## src/rtl/posit_operand_queue.sv

```systemverilog
`default_nettype none
// ============================================================================
//  Module      : posit_operand_queue
//  Description : DEPTH-entry operand FIFO in front of the combinational posit
//                multiplier. Each (x, y) pair is classified for zero / NaR at
//                write time so the consumer can bypass the multiplier.
//  Revision    : 1.0 - initial release
// ============================================================================
module posit_operand_queue #(
  parameter int BITS  = 32,
  parameter int ES    = 3,
  parameter int DEPTH = 4
) (
  input  logic                         clk,
  input  logic                         rst_n,
  input  logic                         flush,
  input  logic                         in_valid,
  output logic                         in_ready,
  input  logic [BITS-1:0]              in_x,
  input  logic [BITS-1:0]              in_y,
  output logic                         out_valid,
  input  logic                         out_ready,
  output logic [BITS-1:0]              out_x,
  output logic [BITS-1:0]              out_y,
  output logic                         out_special,
  output logic [BITS-1:0]              out_special_val,
  output logic [$clog2(DEPTH+1)-1:0]   count
);

  localparam int PTR_W = $clog2(DEPTH);
  localparam int CNT_W = $clog2(DEPTH+1);
  localparam logic [CNT_W-1:0] CNT_FULL = CNT_W'(DEPTH);
  // NaR encoding: sign bit set, all other bits clear.
  localparam logic [BITS-1:0]  NAR_PAT  = {1'b1, {(BITS-1){1'b0}}};

  // ES only shapes the multiplier itself; the queue stores raw encodings.
  localparam int ES_UNUSED = ES;

  logic [BITS-1:0]  mem_x   [DEPTH];
  logic [BITS-1:0]  mem_y   [DEPTH];
  logic             mem_sp  [DEPTH];
  logic [BITS-1:0]  mem_spv [DEPTH];

  logic [PTR_W-1:0] wr_ptr;
  logic [PTR_W-1:0] rd_ptr;
  logic [CNT_W-1:0] cnt;

  logic             push;
  logic             pop;
  logic             x_zero;
  logic             y_zero;
  logic             x_nar;
  logic             y_nar;
  logic             in_special;
  logic [BITS-1:0]  in_special_val;

  // Handshake qualifiers depend only on registered occupancy and flush.
  always_comb begin
    in_ready  = (cnt != CNT_FULL) && !flush;
    out_valid = (cnt != '0) && !flush;
    push      = in_valid && in_ready;
    pop       = out_valid && out_ready;
  end

  // Write-time special-case classification; NaR takes precedence over zero.
  always_comb begin
    x_zero         = (in_x == '0);
    y_zero         = (in_y == '0);
    x_nar          = (in_x == NAR_PAT);
    y_nar          = (in_y == NAR_PAT);
    in_special     = x_zero || y_zero || x_nar || y_nar;
    in_special_val = (x_nar || y_nar) ? NAR_PAT : '0;
  end

  // Pointer and occupancy bookkeeping; flush wins over any handshake.
  always_ff @(posedge clk or negedge rst_n) begin
    if (!rst_n) begin
      wr_ptr <= '0;
      rd_ptr <= '0;
      cnt    <= '0;
    end else if (flush) begin
      wr_ptr <= '0;
      rd_ptr <= '0;
      cnt    <= '0;
    end else begin
      if (push) wr_ptr <= wr_ptr + PTR_W'(1);
      if (pop)  rd_ptr <= rd_ptr + PTR_W'(1);
      case ({push, pop})
        2'b10:   cnt <= cnt + CNT_W'(1);
        2'b01:   cnt <= cnt - CNT_W'(1);
        default: cnt <= cnt;
      endcase
    end
  end

  // Entry storage; cleared only by reset, flush leaves contents in place.
  always_ff @(posedge clk or negedge rst_n) begin
    if (!rst_n) begin
      for (int i = 0; i < DEPTH; i++) begin
        mem_x[i]   <= '0;
        mem_y[i]   <= '0;
        mem_sp[i]  <= 1'b0;
        mem_spv[i] <= '0;
      end
    end else if (push) begin
      mem_x[wr_ptr]   <= in_x;
      mem_y[wr_ptr]   <= in_y;
      mem_sp[wr_ptr]  <= in_special;
      mem_spv[wr_ptr] <= in_special_val;
    end
  end

  // Head entry drives the multiplier operands directly (no fall-through).
  always_comb begin
    out_x           = mem_x[rd_ptr];
    out_y           = mem_y[rd_ptr];
    out_special     = mem_sp[rd_ptr];
    out_special_val = mem_spv[rd_ptr];
    count           = cnt;
  end

endmodule
`default_nettype wire

```

## config.mk

```make
export PLATFORM = sky130hd
export DESIGN_NAME = posit_operand_queue
export DESIGN_NICKNAME = d
export VERILOG_FILES = /design/src/rtl/posit_operand_queue.sv
export SDC_FILE = /design/constraint.sdc
export NUM_CORES = 1
export LEC_CHECK = 0
export CAP_MARGIN = 40
export CORE_MARGIN = 2
export CORE_UTILIZATION = 55
export CTS_CLUSTER_SIZE = 25
export DETAILED_ROUTE_END_ITERATION = 7
export PLACE_DENSITY = 0.82
export SKIP_CTS_REPAIR_TIMING = 1
export SLEW_MARGIN = 0
export SYNTH_ARGS = -nofsm -noshare
export SYNTH_HDL_FRONTEND = slang
export SYNTH_SLANG_ARGS = --single-unit
export TNS_END_PERCENT = 1
```

## constraint.sdc

```tcl
create_clock -name clk -period 2.6 [get_ports clk]
set_input_delay 0.26 -clock clk [delete_from_list [all_inputs] [get_ports clk]]
set_output_delay 0.26 -clock clk [all_outputs]
set_load 0.01 [all_outputs]
```

==> results of run 1 <==
## metal layers
layer | track usage | wire length, microns | vias up
met3 | 0.0403 | 1240 | 37
met4 | 0.0450 | 400 | 2
met5 | 0 | 12 | -
met1 | 0.319 | 12200 | 3772
li1 | - | - | 3054
met2 | 0.371 | 13700 | 157
## cell families after synthesis
logic type / share of synthesized area
compound gates: 0.00582
xor+xnor: 0.00267
fa+ha+maj: 0.00535
buf+inv: 0.0599
flops: 0.517
mux: 0.387
other cells: 0.000286
simple gates: 0.0218
## how the worst min path moves through the flow
stage,to,cells past startpoint
finish,mem_x[89],2
global route,mem_x[55],2
global placement,mem_x[119],1
floorplan,count[0],0
detailed placement,mem_x[23],1
CTS,mem_x[55],1
## placed cells by master (no fill, tap or decap), drive strengths merged, types with 3 or more instances in the layout
cell,count
nor3,5
bufinv,7
nor4,14
nor2,12
nand2b,3
mux4,66
and2,4
inv,6
dfrtp,271
buf,35
clkdlybuf4s50,83
nand4,4
clkbuf,45
mux2,265
dlymetal6s2s,55
ha,4
conb,31
## area by class of cell
cell class                 count  area [sq um]  area share
timing repair buffer         174          2050       0.128
clock buffer                  45           888      0.0554
sequential                   271          6790       0.423
multi-input combinational    430          5660       0.353
inverter                       5          18.8     0.00117
clock inverter                11           236      0.0147
tap                          319           399      0.0249
## flip-flops by register name (all words and copies together), names as in the netlist
register / count
count: 3
mem_sp: 4
mem_spv: 4
mem_x: 128
mem_y: 128
rd_ptr: 2
wr_ptr: 2
## power breakdown
| group | total, W | switching (W) | leakage, nW | internal (W) |
|---|---|---|---|---|
| registers | 0.00660 | 0.000853 | 3.37 | 0.00575 |
| logic | 0.00475 | 0.00152 | 3.48 | 0.00324 |
| clock network | 0.00475 | 0.00170 | 0.546 | 0.00305 |
## per-stage QoR
stage | setup TNS [ns] | power [W] | std cells
6_report | -0.0196 | 0.0161 | 1255
3_3_place_gp | 0 | 0.0113 | 1192
3_5_place_dp | 0 | 0.0115 | 1192
5_1_grt | -0.490 | 0.0169 | 1255
2_1_floorplan | 0 | 0.00967 | 782
4_1_cts | -10.18 | 0.0163 | 1248
## worst reg2reg max path, stage by stage, from the launching register on
cell	delay, ns
dfrtp_1	0.44
nor3_1	0.32
nand2b_2	0.23
nor3_1	0.08
fa_1	0.41
nand2b_1	0.19
or3_1	0.32
a21oi_1	0.14
a31oi_1	0.05
a21oi_1	0.15
==> flow_summary.ini, run 1 <==
[placed_design]
pre_cts_ws_ns = 0.173
globalplace.congestion = 0.793
dp_hpwl_microns = 17300
portBuffers = 139
place_area_sq_mm = 0.0147

[finish]
post-route-util = 0.685
layout-drive-gt1-share = 0.454
areaGrowthSynthToFinish_pct = 22.4
filler_cell_count = 1563
num_antenna_cells = 0
fin_area_sq_mm = 0.0160
layout.nets = 986

[worst_setup_path]
worstSetupStartpointType = register
crit_buf_inv = 2
crit_path_end_kind = primary output
worstSetupEndpoint = out_x[31]
reg2reg_setup_slack_ns = 0.20
slowest_stage = dfrtp_4
r2r-start = count[2]
required_ns = 2.34
r2r_cells = 9
crit_chain = buf_6 > mux4_2 > clkdlybuf4s50_1
r2r-end = count[2]
path_max_fanout = 10
cp-startpoint = rd_ptr[0]
critPathArrivalTime_ns = 2.35
crit_type = register to primary output
crit_cells = 3
critical-path-top-delay-family = buffers and inverters
critical_path.max_stage_delay_ns = 0.57

[power]
p_leak_nw = 7.40
max-vdd-ir-drop_uv = 566
power_density_mw_per_mm2 = 1000

[timing]
hold_viol_final = 0
slew_headroom = 0.584
period_share = 1.01
skew_ns = 0.00937
slew_violations = 0
tightest_slew_ns = 0.624
fmax_mhz = 383
min_period_ns = 2.61
fin_ws_ns = -0.0132
grt_setup_unrepaired = yes
setup_viol = 2
whs_ns = 0.293

[global_route]
antenna_found_initial = 1
grt-ovfl-total = 0
grt_pass1_wl_microns = 43800
grt_pass1_vias = 7698
grt_max_degree = 79
track_usage = 0.225

[drt]
avgViaCountPerCell = 5.60
dr.pass1.iters = 4
ant_nets = 0
routed_wl_microns = 27600
vias = 7022
dr.first_iter.drc_count = 280
drcViolationCount = 0
wl_per_cell_microns = 22.0

[yosys]
synth_seq_cells = 271
synth_enable_flop_cells = 0
syn-mean-instance-area_sq_um = 17.4
synth_cells = 752
ys.flop_type = dfrtp_1
synth.most_common_cell = dfrtp_1
synthTopCellsByArea = dfrtp_1 52%, mux2_4 18%, mux4_2 11%, mux2_2 9.0%, buf_12 3.1%
yosysUniqueCellTypes = 39
synth.yosys.seq_area_share = 0.517
yosysTopAreaCell = dfrtp_1
yosysWarningCount = 0
synth_top_cell_area_share = 0.517
synthTopCellsByCount = 271 x dfrtp_1, 160 x mux2_4, 105 x mux2_2
async_reset_ff_frac = 1.00
synth_area_sq_mm = 0.0131

[clock_network]
clk-insertion-delay-late_ns = 0.54
cts_buffers = 30
path_clk_slew_ns = 0.06
cts_buffer_depth = 3
cts.sink_count = 271
ctsRootBufferMaster = clkbuf_16
cts_htree_levels = 1
cts_tree = built

[floorplanning]
die_area_sq_mm = 0.0251
initial_core_util = 0.560
core_sq_mm = 0.0234
core.rowCount = 56
die_x_microns = 158
die_h_microns = 158
pin_count = 171

[hold_path]
holdCritPathClass = primary input to async pin

[outcome]
status = complete, but fails checks
violations = negative setup slack

[run]
drv_cap = 0
No activity file was read; power rests on OpenSTA's default activity.
==> run 2, diff against run 1 <==
REMOVE_ABC_BUFFERS = 1   (was default)
==> flow_summary.ini, run 2 (same netlist as run 1, synthesis figures left out) <==
[worst_setup_path]
crit_path_end_kind = primary output
path_max_fanout = 5
required_ns = 2.34
worstSetupStartpointType = register
slowest_stage = dfrtp_4
critical-path-top-delay-family = buffers and inverters
crit_chain = buf_4 > mux4_2 > clkdlybuf4s50_1
critPathArrivalTime_ns = 2.15
crit_type = register to primary output
critical_path.max_stage_delay_ns = 0.51
crit_buf_inv = 2

[clock_network]
clk-insertion-delay-late_ns = 0.55
path_clk_slew_ns = 0.06
cts_buffer_depth = 3
cts.sink_count = 271
ctsRootBufferMaster = clkbuf_16
cts_htree_levels = 1
cts_tree = built
cts_buffers = 30

[floorplanning]
core_sq_mm = 0.0234
die_x_microns = 158
initial_core_util = 0.560
pin_count = 171
core.rowCount = 56
die_area_sq_mm = 0.0251
die_h_microns = 158

[timing]
min_period_ns = 2.41
period_share = 0.927
whs_ns = 0.190
grt_setup_unrepaired = no
skew_ns = 0.00931
setup_viol = 0
fin_setup_tns_ns = 0
fmax_mhz = 415
slew_headroom = 0.618
hold_viol_final = 0
slew_violations = 0
tightest_slew_ns = 0.567

[drt]
routed_wl_microns = 27000
avgViaCountPerCell = 5.58
ant_nets = 0
dr.pass1.iters = 4
wl_per_cell_microns = 21.4
vias = 7024
drcViolationCount = 0
dr.first_iter.drc_count = 334

[finish]
layout-drive-gt1-share = 0.458
layout.nets = 992
layout_commonest_cell = dfrtp_1
filler_cell_count = 1584
final_cell_mix = 269 x dfrtp_1, 160 x mux2_4, 105 x mux2_2, 73 x clkdlybuf4s50_1, 66 x mux4_2
multi_input_area_sq_mm = 0.00566
reg.largest.list = mem_x x128, mem_y x128
areaGrowthSynthToFinish_pct = 22.2
post-route-util = 0.684
seqCellArea_sq_mm = 0.00679

[hold_path]
holdCritPathClass = primary input to async pin

[global_route]
grt_pass1_wl_microns = 42600
track_usage = 0.219
grt-ovfl-total = 0
grt_pass1_vias = 7665
antenna_found_initial = 0
grt_max_degree = 87

[power]
power_density_mw_per_mm2 = 974
p_leak_nw = 7.50
max-vdd-ir-drop_uv = 558

[run]
drv_cap = 0

[placed_design]
dp_hpwl_microns = 16900
portBuffers = 139
globalplace.congestion = 0.748

[outcome]
status = complete, no violations
==> run 2: cell types whose count changed in the layout (fill, tap and decap cells not counted), sizes merged <==
cell / before / now
clkdlybuf4s50: 83 / 73
dlymetal6s2s: 55 / 65
bufinv: 7 / 2
buf: 35 / 39
clkinv: 2 / 4
clkbuf: 45 / 46
diode: 0 / 1
==> run 2: routing by layer <==
layer	track usage	vias up	part of all wire
met5	0	-	0
met4	0.0498	0	0.021
met3	0.0446	46	0.057
met2	0.352	180	0.47
met1	0.311	3723	0.45
li1	-	3075	-
==> run 2: path summary, 6_finish.rpt <==
check,startpoint,end,slack (ns),cells after the start
max,rd_ptr[0],out_x[8],0.19,3
max reg2reg,count[2],count[2],0.22,9
max in group asynchronous,rst_n,mem_x[52],1.65,3
min reg2reg,mem_x[42],mem_x[42],0.50,1
min in group clk,in_x[31],mem_x[127],0.45,2
min,rst_n,mem_y[0],0.19,2
==> run 2: per-stage QoR <==
stage	total power, W	cell area [sq um]	std cells	setup WS [ns]
final	0.0156	16000	1258	0.191
after CTS	0.0158	15700	1248	-0.181
after global placement	0.0113	14700	1196	0.197
after detailed placement	0.0114	14700	1196	0.108
after floorplan	0.00956	12500	706	-0.992
after global routing	0.0164	16000	1257	0.0475
==> run 2: where the power goes <==
part / switching (W) / leakage (nW) / internal [W] / total [W]
logic: 0.00150 / 3.63 / 0.00325 / 0.00475
registers: 0.000849 / 3.37 / 0.00575 / 0.00660
clock network: 0.00167 / 0.494 / 0.00258 / 0.00425
==> run 2: worst register-to-register path, stage by stage (launching register included) <==
cell	delay (ns)
dfrtp_1	0.45
nor3_1	0.27
nand2b_2	0.22
nor3_1	0.08
fa_1	0.42
nand2b_1	0.18
or3_1	0.31
a21oi_1	0.16
a31oi_1	0.06
a21oi_1	0.16
==> run 2: final cells by class <==
| cell class | count | share of cell area |
|---|---|---|
| sequential | 271 | 0.424 |
| multi-input combinational | 430 | 0.353 |
| timing repair buffer | 180 | 0.134 |
| clock buffer | 44 | 0.0565 |
| tap | 319 | 0.0249 |
| clock inverter | 8 | 0.00602 |
| inverter | 5 | 0.00117 |
| antenna | 1 | 0.000156 |
